--- src/rtl/vram_port_arbiter_if.sv ---
// Port-B bus of ram_block, shared by the display fetch engine and the canvas draw engine.
// master = engines plus RAM side, slave = the arbiter.
interface vram_port_arbiter_if #(
  parameter int ADDR_W = 12,
  parameter int DATA_W = 16
);
  logic              disp_req;
  logic [ADDR_W-1:0] disp_addr;
  logic              disp_gnt;
  logic              disp_rvalid;
  logic [DATA_W-1:0] disp_rdata;

  logic              draw_req;
  logic              draw_we;
  logic [ADDR_W-1:0] draw_addr;
  logic [DATA_W-1:0] draw_wdata;
  logic              draw_gnt;
  logic              draw_rvalid;
  logic [DATA_W-1:0] draw_rdata;

  logic [ADDR_W-1:0] mem_addr;
  logic [DATA_W-1:0] mem_wdata;
  logic              mem_we;
  logic [DATA_W-1:0] mem_rdata;

  modport master (
    output disp_req, disp_addr, draw_req, draw_we, draw_addr, draw_wdata, mem_rdata,
    input  disp_gnt, disp_rvalid, disp_rdata, draw_gnt, draw_rvalid, draw_rdata,
           mem_addr, mem_wdata, mem_we
  );

  modport slave (
    input  disp_req, disp_addr, draw_req, draw_we, draw_addr, draw_wdata, mem_rdata,
    output disp_gnt, disp_rvalid, disp_rdata, draw_gnt, draw_rvalid, draw_rdata,
           mem_addr, mem_wdata, mem_we
  );
endinterface

--- src/rtl/vram_port_arbiter.sv ---
// Fixed-priority (display first) arbiter for ram_block port B with bounded-wait draw forcing.
// Optional grant/force statistics counters are enabled by defining ARB_STATS_EN.
module vram_port_arbiter #(
  parameter int ADDR_W     = 12,
  parameter int DATA_W     = 16,
  parameter int RD_LAT     = 1,
  parameter int STARVE_MAX = 8
) (
  input  logic               clk,
  input  logic               reset,
  vram_port_arbiter_if.slave bus
`ifdef ARB_STATS_EN
  ,
  output logic [31:0]        disp_grant_cnt,
  output logic [31:0]        draw_grant_cnt,
  output logic [15:0]        force_cnt
`endif
);

  typedef enum logic {PRIO_DISP, FORCE_DRAW} state_e;
  typedef enum logic [1:0] {TAG_NONE, TAG_DISP, TAG_DRAW} tag_e;

  localparam int CNT_W = 8;
  localparam logic [CNT_W-1:0] STARVE_LIM = CNT_W'(STARVE_MAX);

  state_e           state_q, state_d;
  logic [CNT_W-1:0] starve_cnt_q, starve_cnt_d;
  tag_e             tag_q [RD_LAT];
  tag_e             tag_d [RD_LAT];
  tag_e             tag_in;
  logic             disp_gnt, draw_gnt;

  // NOTE: every output of this block gets a default first, so no path leaves one unassigned (no latch).
  always_comb begin
    disp_gnt     = 1'b0;
    draw_gnt     = 1'b0;
    state_d      = state_q;
    starve_cnt_d = '0;
    if (!reset) begin
      case (state_q)
        PRIO_DISP: begin
          disp_gnt = bus.disp_req;
          draw_gnt = bus.draw_req && !bus.disp_req;
          if (bus.draw_req && !draw_gnt)
            starve_cnt_d = (starve_cnt_q == STARVE_LIM) ? starve_cnt_q
                                                        : starve_cnt_q + CNT_W'(1);
          if (starve_cnt_d == STARVE_LIM)
            state_d = FORCE_DRAW;
        end
        FORCE_DRAW: begin
          // Display is locked out for this one cycle even if draw has dropped its request.
          draw_gnt = bus.draw_req;
          state_d  = PRIO_DISP;
        end
        default: state_d = PRIO_DISP;
      endcase
    end
  end

  assign tag_in = disp_gnt                  ? TAG_DISP :
                  (draw_gnt && !bus.draw_we) ? TAG_DRAW : TAG_NONE;

  always_comb begin
    tag_d[0] = tag_in;
    for (int i = 1; i < RD_LAT; i++) tag_d[i] = tag_q[i-1];
  end

  // NOTE: non-blocking assignments for all flops so every register samples pre-edge values.
  always_ff @(posedge clk) begin
    if (reset) begin
      state_q      <= PRIO_DISP;
      starve_cnt_q <= '0;
      // NOTE: the tag pipeline is reset because stale tags would raise rvalid for dropped reads.
      for (int i = 0; i < RD_LAT; i++) tag_q[i] <= TAG_NONE;
    end else begin
      state_q      <= state_d;
      starve_cnt_q <= starve_cnt_d;
      tag_q        <= tag_d;
    end
  end

  assign bus.disp_gnt    = disp_gnt;
  assign bus.draw_gnt    = draw_gnt;
  assign bus.mem_we      = draw_gnt && bus.draw_we;
  assign bus.mem_addr    = disp_gnt ? bus.disp_addr :
                           draw_gnt ? bus.draw_addr : ADDR_W'(0);
  assign bus.mem_wdata   = draw_gnt ? bus.draw_wdata : DATA_W'(0);

  // Outputs are forced low during reset; the pipeline itself only clears at the edge.
  assign bus.disp_rvalid = !reset && (tag_q[RD_LAT-1] == TAG_DISP);
  assign bus.draw_rvalid = !reset && (tag_q[RD_LAT-1] == TAG_DRAW);
  assign bus.disp_rdata  = bus.disp_rvalid ? bus.mem_rdata : DATA_W'(0);
  assign bus.draw_rdata  = bus.draw_rvalid ? bus.mem_rdata : DATA_W'(0);

`ifdef ARB_STATS_EN
  logic [31:0] disp_grant_cnt_q, disp_grant_cnt_d;
  logic [31:0] draw_grant_cnt_q, draw_grant_cnt_d;
  logic [15:0] force_cnt_q, force_cnt_d;

  always_comb begin
    disp_grant_cnt_d = disp_grant_cnt_q + 32'(disp_gnt);
    draw_grant_cnt_d = draw_grant_cnt_q + 32'(draw_gnt);
    force_cnt_d      = force_cnt_q;
    if (state_q == PRIO_DISP && state_d == FORCE_DRAW && force_cnt_q != 16'hFFFF)
      force_cnt_d = force_cnt_q + 16'd1;
  end

  always_ff @(posedge clk) begin
    if (reset) begin
      disp_grant_cnt_q <= '0;
      draw_grant_cnt_q <= '0;
      force_cnt_q      <= '0;
    end else begin
      disp_grant_cnt_q <= disp_grant_cnt_d;
      draw_grant_cnt_q <= draw_grant_cnt_d;
      force_cnt_q      <= force_cnt_d;
    end
  end

  assign disp_grant_cnt = disp_grant_cnt_q;
  assign draw_grant_cnt = draw_grant_cnt_q;
  assign force_cnt      = force_cnt_q;
`endif

endmodule

--- src/flat_wrapper.sv ---
// flat-port wrapper written by rule: the top's interface ports become plain ports
module vram_port_arbiter_flat 
#(
  parameter int ADDR_W     = 12,
  parameter int DATA_W     = 16,
  parameter int RD_LAT     = 1,
  parameter int STARVE_MAX = 8
)
  (clk, reset, bus_disp_req, bus_disp_addr, bus_draw_req, bus_draw_we, bus_draw_addr, bus_draw_wdata, bus_mem_rdata, bus_disp_gnt, bus_disp_rvalid, bus_disp_rdata, bus_draw_gnt, bus_draw_rvalid, bus_draw_rdata, bus_mem_addr, bus_mem_wdata, bus_mem_we);
  vram_port_arbiter_if #(.ADDR_W(ADDR_W), .DATA_W(DATA_W)) bus_i ();
  input  logic clk;
  input  logic reset;
  input wire logic [$bits(bus_i.disp_req)-1:0] bus_disp_req;
  input wire logic [$bits(bus_i.disp_addr)-1:0] bus_disp_addr;
  input wire logic [$bits(bus_i.draw_req)-1:0] bus_draw_req;
  input wire logic [$bits(bus_i.draw_we)-1:0] bus_draw_we;
  input wire logic [$bits(bus_i.draw_addr)-1:0] bus_draw_addr;
  input wire logic [$bits(bus_i.draw_wdata)-1:0] bus_draw_wdata;
  input wire logic [$bits(bus_i.mem_rdata)-1:0] bus_mem_rdata;
  output wire logic [$bits(bus_i.disp_gnt)-1:0] bus_disp_gnt;
  output wire logic [$bits(bus_i.disp_rvalid)-1:0] bus_disp_rvalid;
  output wire logic [$bits(bus_i.disp_rdata)-1:0] bus_disp_rdata;
  output wire logic [$bits(bus_i.draw_gnt)-1:0] bus_draw_gnt;
  output wire logic [$bits(bus_i.draw_rvalid)-1:0] bus_draw_rvalid;
  output wire logic [$bits(bus_i.draw_rdata)-1:0] bus_draw_rdata;
  output wire logic [$bits(bus_i.mem_addr)-1:0] bus_mem_addr;
  output wire logic [$bits(bus_i.mem_wdata)-1:0] bus_mem_wdata;
  output wire logic [$bits(bus_i.mem_we)-1:0] bus_mem_we;
  assign bus_i.disp_req = bus_disp_req;
  assign bus_i.disp_addr = bus_disp_addr;
  assign bus_i.draw_req = bus_draw_req;
  assign bus_i.draw_we = bus_draw_we;
  assign bus_i.draw_addr = bus_draw_addr;
  assign bus_i.draw_wdata = bus_draw_wdata;
  assign bus_i.mem_rdata = bus_mem_rdata;
  assign bus_disp_gnt = bus_i.disp_gnt;
  assign bus_disp_rvalid = bus_i.disp_rvalid;
  assign bus_disp_rdata = bus_i.disp_rdata;
  assign bus_draw_gnt = bus_i.draw_gnt;
  assign bus_draw_rvalid = bus_i.draw_rvalid;
  assign bus_draw_rdata = bus_i.draw_rdata;
  assign bus_mem_addr = bus_i.mem_addr;
  assign bus_mem_wdata = bus_i.mem_wdata;
  assign bus_mem_we = bus_i.mem_we;
  vram_port_arbiter #(.ADDR_W(ADDR_W), .DATA_W(DATA_W), .RD_LAT(RD_LAT), .STARVE_MAX(STARVE_MAX)) u_core (.clk(clk), .reset(reset), .bus(bus_i));
endmodule
--- config.mk ---
export PLATFORM = sky130hd
export DESIGN_NAME = vram_port_arbiter_flat
export DESIGN_NICKNAME = d
export VERILOG_FILES = /design/src/rtl/vram_port_arbiter_if.sv /design/src/rtl/vram_port_arbiter.sv /design/src/flat_wrapper.sv
export SDC_FILE = /design/constraint.sdc
export NUM_CORES = 1
export LEC_CHECK = 0
export CORE_MARGIN = 1.5
export CORE_UTILIZATION = 26
export DETAILED_ROUTE_END_ITERATION = 8
export PLACE_DENSITY = 0.8
export SLEW_MARGIN = 20
export SYNTH_ARGS = -nofsm -noshare
export SYNTH_HDL_FRONTEND = slang
export SYNTH_SLANG_ARGS = --single-unit
--- constraint.sdc ---
create_clock -name clk -period 2.55 [get_ports clk]
set_input_delay 0.3825 -clock clk [delete_from_list [all_inputs] [get_ports clk]]
set_output_delay 0.3825 -clock clk [all_outputs]
set_load 0.03 [all_outputs]
# Word-level counts from Yosys, hierarchy flattened
# Cells that the tools add are included.
# word_totals
regBits,11
in_bits,61
out_inout_bits,65
word_cells,39
# classes
addsub,1
eq_ne,4
muxes,17
n_bitwise,1
n_reduce_logical,12
# ops
op,count
$mux W16,3
$mux W8,4
$mux W12,2
$eq A8 B4 Y1 const B,2
$add A8 B1 Y8 const B,1
$logic_and A1 B1 Y1,6
$mux W1,5
$logic_not A1 Y1,4
$pmux W1 S2,2
$reduce_or A2 Y1,2
$eq A2 B1 Y1 const B,1
$eq A2 B2 Y1 const B,1
$mux W2,1
$not A1 Y1,1

# Depth between registers and ports, before layout
# logic_depth
depth_word,10
ltp_mapped,8
depth_no_buf,6

# Worst setup path after synthesis
# OpenSTA, ideal clock, no wires.
# synth_timing
kind,flip-flop to flip-flop
start,reg u_core.starve_cnt_q[0]
end,reg u_core.state_q
setup_time_ns,0.103
arrival_time_ns,2.073
required_time_ns,2.447
path_slack_ns,0.373
stages_incl_launch_ff,9
path_buffers,2
synth_period_minus_slack_ns,2.177
cell_sequence,dfxtp_1 -> clkbuf_1 -> inv_1 -> ha_1 -> or3b_2 -> or2_1 -> buf_6 -> a311o_1 -> a2111oi_2
# synth_between
elab_chain_len,8
elab_cells_between_ends,9
cone_classes,add/sub: 1; eq/ne: 2; mux: 6
# synth_lines
element,line,source
"start, declared",vram_port_arbiter.sv:27,"logic [CNT_W-1:0] starve_cnt_q, starve_cnt_d;"
"start signal, assigned",vram_port_arbiter.sv:77,starve_cnt_q <= starve_cnt_d;
$add A8 B1 Y8 or $eq A8 B4 Y1 (tied branches),"vram_port_arbiter.sv:46, vram_port_arbiter.sv:45",
$mux W8 (*),vram_port_arbiter.sv:45,starve_cnt_d = (starve_cnt_q == STARVE_LIM) ? starve_cnt_q
$mux W8 (*),vram_port_arbiter.sv:44,if (bus.draw_req && !draw_gnt)
$mux W8 (*),vram_port_arbiter.sv:40,case (state_q)
$mux W8 (*),vram_port_arbiter.sv:39,if (!reset) begin
$eq A8 B4 Y1 (*),vram_port_arbiter.sv:47,if (starve_cnt_d == STARVE_LIM)
$mux W1 (*),vram_port_arbiter.sv:47,
$pmux W1 S2 (*),vram_port_arbiter.sv:40,
"end signal, assigned",vram_port_arbiter.sv:76,state_q <= state_d;
"end, declared",vram_port_arbiter.sv:26,"state_e state_q, state_d;"
# Every way passes the cells marked *; elsewhere a longest branch is shown, timed or not. The select of a mux whose other input is x is not followed.
# A chain may end at the register's enable or synchronous reset.

# Worst setup path in the final report
# layout_timing
start,in reset
end,out bus_mem_addr[3]
# layout_between
elab_chain_len,3
elab_cells_between_ends,4
cone_classes,mux: 4
# layout_lines
element,line,source
"start, declared",flat_wrapper.sv:12,input logic reset;
$mux W1,vram_port_arbiter.sv:39,
$mux W12,vram_port_arbiter.sv:86,draw_gnt ? bus.draw_addr : ADDR_W'(0);
$mux W12 (*),vram_port_arbiter.sv:85,assign bus.mem_addr = disp_gnt ? bus.disp_addr :
"end, declared",flat_wrapper.sv:26,output wire logic [$bits(bus_i.mem_addr)-1:0] bus_mem_addr;
# Every way passes the cells marked *; elsewhere a longest branch is shown, timed or not.

==> qor.csv <==
metric,value,unit
hold_buffers,0,
instances_no_fill,309,
tightest_slew,516,ps
drv_cap,0,
overflow,0,
status,"finished, final reports clean",
critPathRequiredTime,2170,ps
synth.avg_cell_area,7.60,um2
synth-simple-area-share,47.7,%
synth_top_family_by_area,simple AND/OR/NAND/NOR gates,
drt-initial-drc-count,46,
track_usage,18.4,%
cts_buffers,3,
clock-root-buffer,clkbuf_8,
grt_pass1_vias,1232,
firstDrtPassIters,4,
start_kind,input port,
wire_per_inst,14.1,um
post-route-min-period,2330,ps
clk_pin_slew_worst_paths,50,ps
syn_nets,199,
synthMuxAreaShare,0,%
vias,1379,
finalHoldViolCount,0,
synth_fa_ha_area_share,2.42,%
final_cell_mix,"buf_4, clkdlybuf4s50_1, and2_1",
power.leakage,1.01,nW
multi_input_area,769,um2
slew_headroom,65.6,%
fillers,330,
crit_path_max_fanout,13,
ff_latch_area,220,um2
start_util,27.6,%
areaGrowthSynthToFinish,116,%
core_area,3740,um2
yosysSeqAreaShare,21.3,%
row_count,22,
hold_slack,575,ps
antenna_left,0,
die_y,66.0,um
wl,4350,um
antenna_found_initial,0,
ys_ff_latch,11,
cts.path.max_buffers,2,
dp_cells,305,
ir_drop,0.000309,V
drcViolationCount,0,
io_buffers,125,
fp.dieW,66.0,um
antennaDiodeCount,0,
hold_class,register to register,
ios,126,
ctsResizeCount,0,
synth_xor_area_share,3.39,%
grt_max_degree,32,
grt_pass1_wl,6090,um
rsz0062_at_grt,no,
skew,2.44,ps
drive_gt1_share,29.1,%
via_per_inst,4.46,
p_int,0.427,mW
synth_compound_area_share,20.5,%
slew_viol_final,0,
clk_latency,240,ps
dpl.hpwl,3720,um
fin_nets,325,
crit_type,input port to output pin,
die-area,4360,um2
p_sw,0.183,mW
synthesis.area,1030,um2
synth_warnings,0,
fmax,0.429,GHz
synth_cells,136,
seqPwrFrac,29.0,%
gp_congestion,0.789,
cts_tree,done,
htree_levels,1,
cts_sinks,11,
pwr-share-comb,42.2,%
ys_types,30,
r2r_slack,340,ps
min_period_over_period,91.5,%
p_per_area,272,nW/um2
swShare,30.0,%
clockPowerShare,28.8,%
cts_post_setup_buffers_inserted,0,
final_common_cell,buf_4,
endpoint_kind,output pin,
setup_viol,0,
finalSetupTns,0,ps
crit_arrival,1950,ps
==> worst max-delay path, stage by stage <==
cell and delay (ps):
clkdlybuf4s50_1 470, nor2_1 220, and2_1 490, a22o_1 220
buf_4 160
==> layer usage <==
| metal | GRT usage (%) | wire length [um] | up-vias |
|---|---|---|---|
| li1 | - | - | 720 |
| met1 | 21.5 | 1720 | 583 |
| met2 | 30.4 | 2070 | 65 |
| met3 | 6.64 | 455 | 11 |
| met4 | 7.40 | 104 | 0 |
| met5 | 0 | 0 | - |
==> Yosys cell counts, drive strengths merged <==
cell type | n | area share (%)
xor2 | 2 | 1.7
o21ai | 4 | 1.9
nand4 | 1 | 0.61
nor3 | 2 | 0.97
or3 | 3 | 1.8
nor2b | 2 | 1.2
inv | 3 | 1.1
o31ai | 1 | 0.73
and2 | 53 | 32
nand2 | 3 | 1.1
xnor2 | 2 | 1.7
a41oi | 2 | 1.7
o2bb2ai | 1 | 0.85
or3b | 1 | 0.85
nor3b | 3 | 2.2
or2 | 1 | 0.61
a2111oi | 1 | 1.5
a21oi | 4 | 1.9
or4b | 1 | 1.3
nand3 | 4 | 1.9
nor2 | 6 | 2.2
a22o | 12 | 10
o21bai | 1 | 0.73
buf | 2 | 1.5
ha | 2 | 2.4
a311o | 1 | 0.97
dfxtp | 11 | 21
and3b | 1 | 0.85
clkbuf | 6 | 2.2
==> cell type report <==
class                   count  area share [%]
clock buffers               4            2.01
inverters                   3           0.503
multi-input cells         114            34.4
flip-flops and latches     11            9.84
well taps                  48            2.68
repair buffers            129            50.6
==> final timing paths <==
kind	startpoint	to	cells after the start
max reg2reg	u_core.starve_cnt_q[0]	u_core.state_q	6
max	reset	bus_mem_addr[3]	5
min reg2reg	u_core.starve_cnt_q[6]	u_core.starve_cnt_q[6]	2
min	u_core.starve_cnt_q[6]	u_core.starve_cnt_q[6]	2
==> flip-flops by register name (all words and copies together) (netlist names) <==
| register | flops |
|---|---|
| u_core.starve_cnt_q | 8 |
| u_core.state_q | 1 |
| u_core.tag_q | 2 |
==> per-stage QoR <==
stage / area [um2] / setup WS, ps / total power [mW] / util (%)
global route: 2240 / 91.1 / 0.637 / 59.8
CTS: 2240 / 244 / 0.618 / 59.8
floorplan: 1030 / 373 / 0.285 / -
detailed placement: 2190 / 246 / 0.438 / 58.6
global placement: 2190 / 295 / 0.437 / 58.6
finish: 2240 / 217 / 0.609 / 59.8
==> cell families (layout without fill, tap and decap cells) <==
kind of cell               Yosys count  count (layout)
and+or+nand+nor                     81              81
xor gates and xnor gates             4               4
adders and majority gates            2               2
AOI/OAI and AO/OA                   27              27
DFF                                 11              11
buffers and inverters               11             136
==> power groups by stage <==
stage | Sequential [mW] | Combinational, mW | Clock [mW]
floorplan | 0.179 | 0.107 | 0
global placement | 0.180 | 0.257 | 0
detailed placement | 0.180 | 0.258 | 0
CTS | 0.177 | 0.258 | 0.183
global route | 0.177 | 0.272 | 0.189
finish | 0.177 | 0.257 | 0.175
Power figures use the tool's default switching activity.
